--- src/rtl/fir_pkg.sv ---
// Fixed-point constants and round/saturate helpers shared by FIR output stages.
// Combinational helpers only; they work on a 64-bit signed intermediate, so no pipeline and no flow control.
package fir_pkg;
    localparam int FIR_ACC_W = 38;
    localparam int SAMPLE_W  = 16;
    localparam int COEF_FRAC = 15;
    localparam int CALC_W    = 64;

    typedef logic signed [CALC_W-1:0] calc_t;

    typedef struct packed {
        calc_t sample;
        logic  sat;
    } sat_res_t;

    // Round half toward +inf, then arithmetic shift; 64 bits leave headroom so the bias add cannot wrap.
    function automatic calc_t round_shift(input calc_t value, input int shift);
        calc_t bias;
        bias = 64'sd1 <<< (shift - 1);
        return (value + bias) >>> shift;
    endfunction

    function automatic sat_res_t sat_clamp(input calc_t value, input int out_w);
        calc_t    max_v;
        calc_t    min_v;
        sat_res_t res;
        max_v   = (64'sd1 <<< (out_w - 1)) - 64'sd1;
        min_v   = -(64'sd1 <<< (out_w - 1));
        res.sat = 1'b1;
        if (value > max_v) begin
            res.sample = max_v;
        end else if (value < min_v) begin
            res.sample = min_v;
        end else begin
            res.sample = value;
            res.sat    = 1'b0;
        end
        return res;
    endfunction

    function automatic sat_res_t sat_round(input calc_t value, input int shift);
        return sat_clamp(round_shift(value, shift), SAMPLE_W);
    endfunction
endpackage

--- src/rtl/sync_fifo.sv ---
// Pointer-plus-count synchronous FIFO; registered write, head shown combinationally.
// A write while full is accepted only when a read happens in the same cycle; otherwise wr_en is ignored.
module sync_fifo #(
    parameter int WIDTH = 16,
    parameter int DEPTH = 4
) (
    input  logic             clk,
    input  logic             rst,
    input  logic             wr_en,
    input  logic [WIDTH-1:0] wr_data,
    input  logic             rd_en,
    output logic [WIDTH-1:0] rd_data,
    output logic             full,
    output logic             empty
);
    localparam int PTR_W = $clog2(DEPTH);
    localparam int CNT_W = PTR_W + 1;

    logic [WIDTH-1:0] r_mem [DEPTH];
    logic [PTR_W-1:0] r_wr_ptr;
    logic [PTR_W-1:0] r_rd_ptr;
    logic [CNT_W-1:0] r_count;
    logic             w_wr;
    logic             w_rd;

    assign full    = (r_count == CNT_W'(DEPTH));
    assign empty   = (r_count == '0);
    assign w_rd    = rd_en & ~empty;
    assign w_wr    = wr_en & (~full | w_rd);
    assign rd_data = r_mem[r_rd_ptr];

    // Storage is cleared on reset so the head reads zero out of reset.
    always_ff @(posedge clk or negedge rst) begin
        if (!rst) begin
            for (int i = 0; i < DEPTH; i++) begin
                r_mem[i] <= '0;
            end
            r_wr_ptr <= '0;
            r_rd_ptr <= '0;
            r_count  <= '0;
        end else begin
            if (w_wr) begin
                r_mem[r_wr_ptr] <= wr_data;
                r_wr_ptr        <= r_wr_ptr + PTR_W'(1);
            end
            if (w_rd) begin
                r_rd_ptr <= r_rd_ptr + PTR_W'(1);
            end
            case ({w_wr, w_rd})
                2'b10:   r_count <= r_count + CNT_W'(1);
                2'b01:   r_count <= r_count - CNT_W'(1);
                default: r_count <= r_count;
            endcase
        end
    end
endmodule

--- src/rtl/fir_out_quantizer.sv ---
// Rounds, scales and saturates FIR accumulator results into a small output FIFO; 2-cycle latency into an empty FIFO.
// The FIR cannot be stalled: samples arriving at a full FIFO with no pop are dropped and counted, overrun is sticky.
module fir_out_quantizer
    import fir_pkg::*;
#(
    parameter int WIDTH_IN   = FIR_ACC_W,
    parameter int WIDTH_OUT  = SAMPLE_W,
    parameter int SHIFT      = COEF_FRAC,
    parameter int FIFO_DEPTH = 4,
    parameter int CNT_W      = 16
) (
    input  logic                 clk,
    input  logic                 rst,
    input  logic [WIDTH_IN-1:0]  fir_data,
    input  logic                 fir_valid,
    output logic [WIDTH_OUT-1:0] out_data,
    output logic                 out_valid,
    input  logic                 out_ready,
    output logic                 overrun,
    output logic [CNT_W-1:0]     sat_count,
    output logic [CNT_W-1:0]     drop_count
);
    localparam int RND_W = WIDTH_IN + 1 - SHIFT;

    calc_t                w_fir_ext;
    calc_t                w_round;
    calc_t                w_s1_ext;
    sat_res_t             w_clamp;
    logic                 w_full;
    logic                 w_empty;
    logic                 w_pop;
    logic                 w_drop;

    logic                 r_s1_vld;
    logic [RND_W-1:0]     r_s1_dat;
    logic                 r_s2_vld;
    logic [WIDTH_OUT-1:0] r_s2_dat;
    logic                 r_s2_sat;
    logic                 r_overrun;
    logic [CNT_W-1:0]     r_sat_count;
    logic [CNT_W-1:0]     r_drop_count;

    assign w_fir_ext = {{(CALC_W-WIDTH_IN){fir_data[WIDTH_IN-1]}}, fir_data};
    assign w_round   = round_shift(w_fir_ext, SHIFT);
    assign w_s1_ext  = {{(CALC_W-RND_W){r_s1_dat[RND_W-1]}}, r_s1_dat};
    assign w_clamp   = sat_clamp(w_s1_ext, WIDTH_OUT);

    always_ff @(posedge clk or negedge rst) begin
        if (!rst) begin
            r_s1_vld <= 1'b0;
            r_s1_dat <= '0;
            r_s2_vld <= 1'b0;
            r_s2_dat <= '0;
            r_s2_sat <= 1'b0;
        end else begin
            r_s1_vld <= fir_valid;
            if (fir_valid) begin
                r_s1_dat <= w_round[RND_W-1:0];
            end
            r_s2_vld <= r_s1_vld;
            if (r_s1_vld) begin
                r_s2_dat <= w_clamp.sample[WIDTH_OUT-1:0];
                r_s2_sat <= w_clamp.sat;
            end
        end
    end

    assign out_valid = ~w_empty;
    assign w_pop     = out_valid & out_ready;
    // A pop in the same cycle frees the slot, so only a full FIFO without a pop loses the sample.
    assign w_drop    = r_s2_vld & w_full & ~w_pop;

    sync_fifo #(
        .WIDTH (WIDTH_OUT),
        .DEPTH (FIFO_DEPTH)
    ) u_fifo (
        .clk     (clk),
        .rst     (rst),
        .wr_en   (r_s2_vld),
        .wr_data (r_s2_dat),
        .rd_en   (w_pop),
        .rd_data (out_data),
        .full    (w_full),
        .empty   (w_empty)
    );

    always_ff @(posedge clk or negedge rst) begin
        if (!rst) begin
            r_sat_count  <= '0;
            r_drop_count <= '0;
            r_overrun    <= 1'b0;
        end else begin
            if (r_s2_vld && r_s2_sat && (r_sat_count != '1)) begin
                r_sat_count <= r_sat_count + CNT_W'(1);
            end
            if (w_drop) begin
                r_overrun <= 1'b1;
                if (r_drop_count != '1) begin
                    r_drop_count <= r_drop_count + CNT_W'(1);
                end
            end
        end
    end

    assign overrun    = r_overrun;
    assign sat_count  = r_sat_count;
    assign drop_count = r_drop_count;
endmodule

--- config.mk ---
export PLATFORM = sky130hd
export DESIGN_NAME = fir_out_quantizer
export DESIGN_NICKNAME = d
export VERILOG_FILES = /design/src/rtl/fir_pkg.sv /design/src/rtl/sync_fifo.sv /design/src/rtl/fir_out_quantizer.sv
export SDC_FILE = /design/constraint.sdc
export NUM_CORES = 1
export LEC_CHECK = 0
export ABC_AREA = 1
export CAP_MARGIN = 5
export CORE_MARGIN = 5
export CORE_UTILIZATION = 40
export CTS_CLUSTER_SIZE = 10
export DETAILED_ROUTE_END_ITERATION = 10
export HOLD_SLACK_MARGIN = 0.03
export PLACE_DENSITY_LB_ADDON = 0.05
export SYNTH_ARGS = -nofsm -noshare
export SYNTH_HDL_FRONTEND = slang
export SYNTH_SLANG_ARGS = --single-unit
--- constraint.sdc ---
create_clock -name clk -period 4.3 [get_ports clk]
set_clock_uncertainty 0.1 [all_clocks]
set_input_delay 0.86 -clock clk [delete_from_list [all_inputs] [get_ports clk]]
set_output_delay 0.86 -clock clk [all_outputs]
set_load 0.03 [all_outputs]
==> results.sh <==
export IMPL_rr_startpoint="u_fifo.r_count[1]"
export IMPL_crit_path_max_incr_delay_ns=0.70
export IMPL_p_comb_frac=0.378
export IMPL_post_route_drc_count=0
export IMPL_htreeDepth=4
export IMPL_io_pins=92
export IMPL_cp_cell_sequence="inv_1, buf_4, o21ai_0, o22ai_1, clkdlybuf4s50_1"
export IMPL_area_growth_pct=21.6
export IMPL_seqCellArea_sq_um=3680
export IMPL_ys_ff_latch=147
export IMPL_grt_remaining_overflow=0
export IMPL_vias_per_cell=4.90
export IMPL_rsz0062_at_grt="no"
export IMPL_wl_per_cell_microns=14.9
export IMPL_cp_arrival_ns=2.49
export IMPL_hold_depth=0
export IMPL_clk_path_buf_depth=2
export IMPL_final_cell_mix="nand2_1, dfrtp_1, o21ai_0"
export IMPL_slew_headroom=0.382
export IMPL_grt_max_degree=96
export IMPL_worstHoldStart="r_s1_vld"
export IMPL_yosysSeqAreaShare=0.492
export IMPL_finalSetupTns_ns=0
export IMPL_port_buffers=77
export IMPL_r2r_end="u_fifo.r_mem[1]"
export IMPL_gp_congestion=0.813
export IMPL_ir_worst_vdd_mv=0.274
export IMPL_antenna_found_initial=0
export IMPL_p_leak_nw=4.23
export IMPL_grt_pass1_wl_mm=32.1
export IMPL_slowest_stage="clkdlybuf4s50_1"
export IMPL_ff2ff_setup_slack_ns=2.21
export IMPL_fp_dieH_microns=147
export IMPL_drv_cap=0
export IMPL_swShare=0.387
export IMPL_power_density_nw_per_um2=644
export IMPL_switching_power_w=0.00227
export IMPL_crit_path_end_kind="output port"
export IMPL_crit_required_ns=3.34
export IMPL_setup_viol=0
export IMPL_dpl_hpwl_mm=12.6
export IMPL_vias=6330
export IMPL_final_util=0.489
export IMPL_final_layout_size_suffix_gt1_frac=0.0539
export IMPL_reg2regPathDepth=8
export IMPL_totalWireLength_mm=19.2
export IMPL_ys_types=31
export IMPL_core_area_sq_um=18600
export IMPL_cts_post_setup_buffers_inserted=0
export IMPL_final_common_cell="nand2_1"
export IMPL_synth_fp_nets=1025
export IMPL_multi_input_area_sq_um=3420
export IMPL_worstMarginPinSlew_ns=0.927
export IMPL_gr_usage_all_layers=0.183
export IMPL_grt_pass1_vias=6153
export IMPL_min_path_type="flip-flop to flip-flop"
export IMPL_synth_area_sq_um=7480
export IMPL_num_nets_final=1097
export IMPL_cts_tree="built"
export IMPL_p_int_w=0.00359
export IMPL_period_minus_slack_ns=3.45
export IMPL_root_buffer="clkbuf_16"
export IMPL_postCtsHoldBufs=0
export IMPL_synthCells=974
export IMPL_seqPwrFrac=0.357
export IMPL_drtAntennaViolNets=0
export IMPL_synth_warnings=0
export IMPL_period_share=0.803
export IMPL_num_fill_cells=1889
export IMPL_syn_mean_instance_area_sq_um=7.68
export IMPL_cts_sinks=147
export IMPL_worstHoldEndpoint="r_s2_vld"
export IMPL_finalMaxSlewViolations=0
export IMPL_start_util=0.402
export IMPL_drtPass1Iterations=4
export IMPL_fmax_mhz=290
export IMPL_hold_viol=0
export IMPL_outcome="complete, no violations"
export IMPL_drt_iter0_markers=351
export IMPL_insertedDiodeCount=0
export IMPL_cp_max_fo=18
export IMPL_clkPwrFrac=0.265
export IMPL_critical_path_class="flip-flop to output port"
export IMPL_start_kind="flip-flop"
export IMPL_cts_resized=0
export IMPL_cts_buffers_inserted=17
export IMPL_rows=50
export IMPL_path_clk_slew_ns=0.06
export IMPL_die_w_microns=147
export IMPL_clk_latency_ns=0.42
export IMPL_die_area_sq_um=21500
## synth_stat cells, drive strengths merged
library cell,count,area share
o21ai,135,0.090
inv,55,0.028
nand2,348,0.18
or2,4,0.0033
o21bai,3,0.0030
nand3b,1,0.0010
buf,11,0.0095
dfrtp,147,0.49
nand4,11,0.0092
xor2,23,0.027
xnor2,13,0.015
and2,1,0.00084
clkinv,3,0.0015
a21oi,23,0.016
clkbuf,25,0.013
fa,1,0.0027
ha,8,0.013
nor3,5,0.0064
o22ai,17,0.014
nor2,101,0.051
nand3,39,0.027
## cell type report
cell class,instances,share of cell area
Sequential cell,147,0.404
Multi-Input combinational cell,733,0.376
Timing Repair Buffer,89,0.0948
Clock buffer,25,0.0589
Tap cell,234,0.0322
Inverter,58,0.0239
Clock inverter,6,0.0100
## worst max-delay path by stage
stage / from / end / slack [ns] / cells past startpoint
finish: u_fifo.r_rd_ptr[0] / out_data[15] / 0.85 / 5
global route: u_fifo.r_rd_ptr[0] / out_data[15] / 0.69 / 5
CTS: u_fifo.r_rd_ptr[0] / out_data[15] / 0.82 / 5
detailed placement: u_fifo.r_rd_ptr[0] / out_data[15] / 1.28 / 5
global placement: u_fifo.r_rd_ptr[0] / out_data[15] / 1.29 / 5
floorplan: out_ready / u_fifo.r_count[2] / 1.67 / 11
## stage by stage
stage	setup WS [ns]	cells	area [sq um]	hold slack (ns)	total power, W
3_3_place_gp	1.29	1261	8470	0.314	0.00432
3_5_place_dp	1.28	1261	8470	0.324	0.00435
6_report	0.847	1292	9090	0.341	0.00585
2_1_floorplan	1.67	974	7480	0.302	0.00348
5_1_grt	0.693	1292	9090	0.359	0.00624
4_1_cts	0.816	1292	9090	0.337	0.00592
## cells by family after synthesis
group,after synthesis,share of synthesized area
XOR/XNOR,36,0.0422
adder cells (fa/ha/maj),9,0.0161
AND/OR/NAND/NOR,510,0.275
flip-flops,147,0.492
buffers and inverters,94,0.0512
AO/OA/AOI/OAI,178,0.123
## worst max-delay path, delay by kind of cell, from the launching register on
family / cells / cell delay [ns]
AOI/OAI and AO/OA: 2 / 0.28
buffers and inverters: 3 / 1.41
DFF: 1 / 0.37
## layer usage
metal	vias up	track usage	routed length (microns)
li1	3297	-	-
met1	2918	0.267	9940
met2	100	0.278	8500
met3	15	0.0410	630
met4	0	0.0447	171
met5	-	0	0
## power groups by stage
stage / clock [W] / combinational (W) / sequential [W]
after floorplan: 0 / 0.00133 / 0.00214
after global placement: 0 / 0.00222 / 0.00210
after detailed placement: 0 / 0.00224 / 0.00211
after CTS: 0.00159 / 0.00224 / 0.00209
after global routing: 0.00166 / 0.00244 / 0.00214
final: 0.00155 / 0.00221 / 0.00209
## flip-flops by register name, indices dropped and copies added, names as in the netlist
name	count
r_s2_sat	1
r_s2_dat	16
overrun	1
r_s1_dat	24
u_fifo.r_rd_ptr	2
r_s1_vld	1
u_fifo.r_mem	64
sat_count	16
r_s2_vld	1
u_fifo.r_count	3
drop_count	16
u_fifo.r_wr_ptr	2
No activity file was read; power rests on OpenSTA's default activity.
